[src/rtl/gat_pkg.sv]
// Shared GAT definitions: reader FSM states and
// feature BRAM geometry helpers.
package gat_pkg;

  typedef enum logic [1:0] {
    IDLE,
    READ,
    DRAIN,
    DONE
  } fr_state_e;

  function automatic int clog2_min1(input int v);
    return (v > 1) ? $clog2(v) : 1;
  endfunction

  function automatic int new_feature_depth(
    input int ns,
    input int nf
  );
    return ns * nf;
  endfunction

  function automatic int new_feature_addr_w(
    input int ns,
    input int nf
  );
    return clog2_min1(new_feature_depth(ns, nf));
  endfunction

endpackage

[src/rtl/feature_reader_fifo.sv]
// Small synchronous FIFO with occupancy count,
// head word always visible on dout.
module feature_reader_fifo
  import gat_pkg::*;
#(
  parameter int WIDTH = 8,
  parameter int DEPTH = 4,
  parameter int CW    = $clog2(DEPTH + 1)
) (
  input  logic             clk,
  input  logic             rst,
  input  logic             push,
  input  logic [WIDTH-1:0] din,
  input  logic             pop,
  output logic [WIDTH-1:0] dout,
  output logic [CW-1:0]    count
);

  localparam int PW = clog2_min1(DEPTH);

  logic [WIDTH-1:0] mem [DEPTH];
  logic [PW-1:0]    wr_ptr;
  logic [PW-1:0]    rd_ptr;

  function automatic logic [PW-1:0] nxt(
    input logic [PW-1:0] p
  );
    return (p == PW'(DEPTH - 1)) ? '0 : p + PW'(1);
  endfunction

  always_ff @(posedge clk) begin
    if (rst) begin
      for (int i = 0; i < DEPTH; i++) mem[i] <= '0;
      wr_ptr <= '0;
      rd_ptr <= '0;
      count  <= '0;
    end else begin
      if (push) begin
        mem[wr_ptr] <= din;
        wr_ptr      <= nxt(wr_ptr);
      end
      if (pop) rd_ptr <= nxt(rd_ptr);
      case ({push, pop})
        2'b10:   count <= count + CW'(1);
        2'b01:   count <= count - CW'(1);
        default: count <= count;
      endcase
    end
  end

  assign dout = mem[rd_ptr];

endmodule

[src/rtl/feature_reader.sv]
// Streams node features out of the feature BRAM
// and reports the per-node signed argmax.
module feature_reader
  import gat_pkg::*;
#(
  parameter int DATA_WIDTH      = 8,
  parameter int NUM_FEATURE_OUT = 7,
  parameter int NUM_SUBGRAPHS   = 2708,
  parameter int RD_LATENCY      = 2
) (
  input  logic clk,
  input  logic rst,
  input  logic start_i,
  output logic busy_o,
  output logic done_o,
  output logic [new_feature_addr_w(NUM_SUBGRAPHS,
                NUM_FEATURE_OUT)-1:0] feat_bram_addrb,
  input  logic [DATA_WIDTH-1:0] feat_bram_dout,
  output logic feat_vld_o,
  input  logic feat_rdy_i,
  output logic [DATA_WIDTH-1:0] feat_data_o,
  output logic feat_last_o,
  output logic [clog2_min1(NUM_SUBGRAPHS)-1:0] feat_node_o,
  output logic cls_vld_o,
  output logic [clog2_min1(NUM_FEATURE_OUT)-1:0] cls_idx_o,
  output logic [clog2_min1(NUM_SUBGRAPHS)-1:0] cls_node_o
);

  localparam int DEPTH =
    new_feature_depth(NUM_SUBGRAPHS, NUM_FEATURE_OUT);
  localparam int AW =
    new_feature_addr_w(NUM_SUBGRAPHS, NUM_FEATURE_OUT);
  localparam int NW = clog2_min1(NUM_SUBGRAPHS);
  localparam int FW = clog2_min1(NUM_FEATURE_OUT);
  localparam int FIFO_DEPTH = RD_LATENCY + 2;
  localparam int FCW = $clog2(FIFO_DEPTH + 1);
  localparam int CW  = $clog2(2 * FIFO_DEPTH + 1);

  fr_state_e             state;
  logic [AW-1:0]         addr_q;
  logic [RD_LATENCY-1:0] pend_q;
  logic [FCW-1:0]        fifo_cnt;
  logic [CW-1:0]         in_flight;
  logic [CW-1:0]         occupancy;
  logic                  issue;
  logic                  push;
  logic                  fire;
  logic                  last_feat;
  logic                  last_node;
  logic                  beat_wins;
  logic [FW-1:0]         feat_idx;
  logic [NW-1:0]         out_node;
  logic signed [DATA_WIDTH-1:0] best_val;
  logic [FW-1:0]         best_idx;

  // Reads are throttled so everything in flight
  // is guaranteed a FIFO slot when it returns.
  always_comb begin
    in_flight = '0;
    for (int i = 0; i < RD_LATENCY; i++)
      in_flight = in_flight + CW'(pend_q[i]);
  end

  assign occupancy = in_flight + CW'(fifo_cnt);
  assign issue = (state == READ) &&
                 (occupancy < CW'(FIFO_DEPTH));
  assign push  = pend_q[RD_LATENCY-1];

  assign feat_bram_addrb = addr_q;
  assign feat_vld_o  = (fifo_cnt != '0);
  assign fire        = feat_vld_o && feat_rdy_i;
  assign last_feat   = feat_idx == FW'(NUM_FEATURE_OUT - 1);
  assign last_node   = out_node == NW'(NUM_SUBGRAPHS - 1);
  assign feat_last_o = feat_vld_o && last_feat;
  assign feat_node_o = out_node;
  assign beat_wins   = (feat_idx == '0) ||
                       ($signed(feat_data_o) > best_val);

  feature_reader_fifo #(
    .WIDTH (DATA_WIDTH),
    .DEPTH (FIFO_DEPTH),
    .CW    (FCW)
  ) u_fifo (
    .clk   (clk),
    .rst   (rst),
    .push  (push),
    .din   (feat_bram_dout),
    .pop   (fire),
    .dout  (feat_data_o),
    .count (fifo_cnt)
  );

  always_ff @(posedge clk) begin
    if (rst) pend_q <= '0;
    else     pend_q <= (pend_q << 1) | RD_LATENCY'(issue);
  end

  always_ff @(posedge clk) begin
    if (rst) begin
      state      <= IDLE;
      addr_q     <= '0;
      busy_o     <= 1'b0;
      done_o     <= 1'b0;
      feat_idx   <= '0;
      out_node   <= '0;
      best_val   <= '0;
      best_idx   <= '0;
      cls_vld_o  <= 1'b0;
      cls_idx_o  <= '0;
      cls_node_o <= '0;
    end else begin
      done_o    <= 1'b0;
      cls_vld_o <= 1'b0;
      if (fire) begin
        if (beat_wins) begin
          best_val <= $signed(feat_data_o);
          best_idx <= feat_idx;
        end
        if (last_feat) begin
          cls_vld_o  <= 1'b1;
          cls_idx_o  <= beat_wins ? feat_idx : best_idx;
          cls_node_o <= out_node;
          feat_idx   <= '0;
          out_node   <= last_node ? '0 : out_node + NW'(1);
        end else begin
          feat_idx <= feat_idx + FW'(1);
        end
      end
      unique case (state)
        IDLE: if (start_i) begin
          state    <= READ;
          addr_q   <= '0;
          busy_o   <= 1'b1;
          feat_idx <= '0;
          out_node <= '0;
        end
        READ: if (issue) begin
          if (addr_q == AW'(DEPTH - 1)) state <= DRAIN;
          else addr_q <= addr_q + AW'(1);
        end
        DRAIN: if (fire && last_feat && last_node) begin
          state  <= DONE;
          busy_o <= 1'b0;
          done_o <= 1'b1;
        end
        DONE: state <= IDLE;
      endcase
    end
  end

endmodule

[config.mk]
export PLATFORM = sky130hd
export DESIGN_NAME = feature_reader
export DESIGN_NICKNAME = d
export VERILOG_FILES = /design/src/rtl/gat_pkg.sv /design/src/rtl/feature_reader_fifo.sv /design/src/rtl/feature_reader.sv
export SDC_FILE = /design/constraint.sdc
export NUM_CORES = 1
export LEC_CHECK = 0
export BUFFER_PORTS_ARGS = -buffer_cell sky130_fd_sc_hd__buf_2
export CAP_MARGIN = 20
export CORE_ASPECT_RATIO = 0.9
export CORE_MARGIN = 2
export CORE_UTILIZATION = 62
export CTS_CLUSTER_DIAMETER = 50
export DETAILED_ROUTE_END_ITERATION = 8
export GPL_TIMING_DRIVEN = 1
export PLACE_DENSITY = 0.85
export SLEW_MARGIN = 5
export SYNTH_ARGS = -nofsm -noshare
export SYNTH_HDL_FRONTEND = slang
export SYNTH_HIERARCHICAL = 1
export SYNTH_SLANG_ARGS = --single-unit
export TNS_END_PERCENT = 50
[constraint.sdc]
create_clock -name clk -period 4.9 [get_ports clk]
set_clock_uncertainty 0.15 [all_clocks]
set_input_delay 0.49 -clock clk [delete_from_list [all_inputs] [get_ports clk]]
set_output_delay 0.49 -clock clk [all_outputs]
set_load 0.01 [all_outputs]
==> results.txt <==
placement-stage cell area = 5240 um^2
critical path endpoint category = register
register clock-pin slew on the reported worst setup and hold paths = 0.10 ns
CP arrival = 3.31 ns
CTS Buf Count = 9
Synth warnings = 6
Final Cell Area = 5480 um^2
Setup-failing EPs final = 0
post-synth top area cell = dfxtp_1
Critical Path Fanout Max = 11
Compound-Gate Fraction of Synth Area = 12.5%
first-pass GRT wire length = 16700 um
synthesized-area fraction occupied by and/or/nand/nor cells = 21.2%
CP required = 5.05 ns
worst stage delay on the critical path = 0.64 ns
unrepaired setup endpoints after global routing = no
Max Fclk = 316 MHz
P_leak = 0.00215 uW
cell count after placement = 626
largest family of logic cells by synthesized area = simple AND/OR/NAND/NOR gates
max_slew headroom = 36.1%
Mapped Cells = 480
Critical-path top delay cell = dfxtp_1
post-synthesis adder-cell area fraction = 4.78%
diode count = 0
IR Drop Worst-Case VDD = 0.212 mV
Filler cells = 553
fin util = 72.3%
GRT Util Overall = 24.3%
post-CTS setup buffers = 0
status = complete, no violations
Synth cell types = 65
P&R area growth vs syn = 12.6%
H-tree levels = 3
vias per cell = 5.87
remaining antenna violation count = 0
grt ovf = 0
vias = 3766
initial antenna violation count = 0
area taken by multi-input logic gates = 2290 um^2
commonest non-fill, non-tap cells in the layout = dfxtp_1 (72), buf_2 (66), nand2_1 (59), a21oi_1 (39), nor2_1 (35)
nets = 571
cell area after synthesis = 4870 um^2
Hold WC Path Type = in2reg
largest net degree at the start of global routing = 42
critical path startpoint category = register
CTS tree = done
cts hold-fix bufs = 0
post-route setup TNS = 0 ns
Routed wire per std cell = 15.8 um
total area of sequential cells = 2400 um^2
# port buffers = 66
row count = 30
DRC viols = 0
Area contributors post-synth = dfxtp_1 (30%), edfxtp_1 (20%), nand2_1 (4.5%), and2_1 (4.4%), ha_1 (4.4%)
Initial Util = 64.2%
Synth Register Bits = 104
later-pin clock latency in the skew report = 0.37 ns
EDFF count, synth = 32
Die Height = 88.1 um
vias in the first global route = 3391
Synth Flop Type = dfxtp_1
cells along the critical path = mux4_2 -> ha_1 -> a21o_1 -> a2111o_1 -> o31a_1 -> o31ai_1
syn avg cell area = 10.1 um^2
die area = 8580 um^2
Starting DRT DRC Count = 240
# IOs = 67
post-DP HPWL = 7160 um
sequential area share after synthesis = 49.3%
Synth async-reset ratio = 0%
Pwr Density = 396 nW/um^2
clock buffer depth = 2
Slew Viols, Final = 0
Synth Area in XOR/XNOR = 2.16%
Final Cycle Share = 64.5%
hold wc startpoint = feat_bram_dout[2]
Syn Nets = 510
Routability Congestion = 0.876
final worst setup slack = 1.74 ns
WS Path Type = reg2reg
cts repair resizes = 0
final hold viol count = 0
Root Driver = clkbuf_8
delay-heaviest family, CP = compound AO/OA/AOI/OAI gates
crit path time final = 3.16 ns
WL final = 10100 um
Die Width = 97.4 um
most common cell after layout, fill and taps aside = dfxtp_1
Yosys top cell area share = 29.6%
core area = 7580 um^2
total of max-cap violations = 0
WP buf/inv = 0
pre-CTS worst setup slack = 1.75 ns
clk sinks = 104
layout cell share with drive strength beyond 1 = 19.2%
worst-margin pin slew = 0.958 ns
DRT Pass-1 Iters = 4
mux share of post-synthesis cell area = 6.37%
Final Non-Filler Cells = 642
## Yosys cell counts, drive strengths merged (3+ instances only)
library cell	count
xnor2	6
a21oi	39
nor2	35
o21bai	4
nand2	59
and2	34
nand3	13
clkbuf	8
o21ai	13
o31ai	3
buf	9
mux2i	13
nand2b	5
xor2	6
mux4	8
edfxtp	32
or3	8
and3	5
and4	3
a31o	4
a21o	3
inv	25
nor3	8
nand4	11
ha	17
dfxtp	72
## metal layers
| layer | up-vias | wire (um) | GRT usage [%] |
|---|---|---|---|
| met5 | - | 0 | 0 |
| met4 | 0 | 147 | 6.57 |
| met3 | 17 | 677 | 4.79 |
| met2 | 129 | 4760 | 38.2 |
| met1 | 1783 | 4540 | 35.0 |
| li1 | 1837 | - | - |
## worst paths after layout
path | slack, ns | endpoint | depth (start not counted)
worst max-delay path | 1.74 | best_idx[2]$_SDFFE_PP0N_ | 6
worst min-delay path | 0.29 | u_fifo/mem[0][2]$_SDFFCE_PN0P_ | 2
worst max register to register | 1.74 | best_idx[2]$_SDFFE_PP0N_ | 6
worst min register to register | 0.31 | cls_node_o[2]$_SDFFE_PP0N_ | 2
## report_power, final
group	total, uW	internal, uW	switching (uW)
logic	542	206	335
registers	996	944	52.9
clock network	633	340	293
## stage by stage
stage	power (uW)	hold slack, ns
after detailed placement	1540	0.297
final	2170	0.293
after floorplan	1420	0.285
after CTS	2180	0.286
after global placement	1520	0.288
after global routing	2280	0.297
## flip-flops by register name (all words and copies together) (netlist names), 2 cells and up, named ones only
signal and cells:
cls_node_o 12, u_fifo/count 3, best_val 8, u_fifo/rd_ptr 2
best_idx 3, u_fifo/mem 32, pend_q 2, state 2
feat_bram_addrb 15, feat_node_o 12, cls_idx_o 3, feat_idx 3
u_fifo/wr_ptr 2
## logic make-up (layout without fill, tap and decap cells)
logic type	after synthesis	in the layout
AOI/OAI and AO/OA	88	88
and+or+nand+nor	195	195
xor gates and xnor gates	12	12
DFF	104	104
adders and majority gates	18	18
buffers and inverters	42	108
muxes	21	21
## final cells by class
| cell class | instances | share of cell area (%) |
|---|---|---|
| sequential | 104 | 43.8 |
| multi-input combinational | 334 | 41.8 |
| timing repair buffer | 67 | 6.16 |
| clock buffer | 9 | 2.26 |
| tap | 96 | 2.19 |
| clock inverter | 7 | 2.12 |
| inverter | 25 | 1.71 |
No activity file was read; power rests on OpenSTA's default activity.
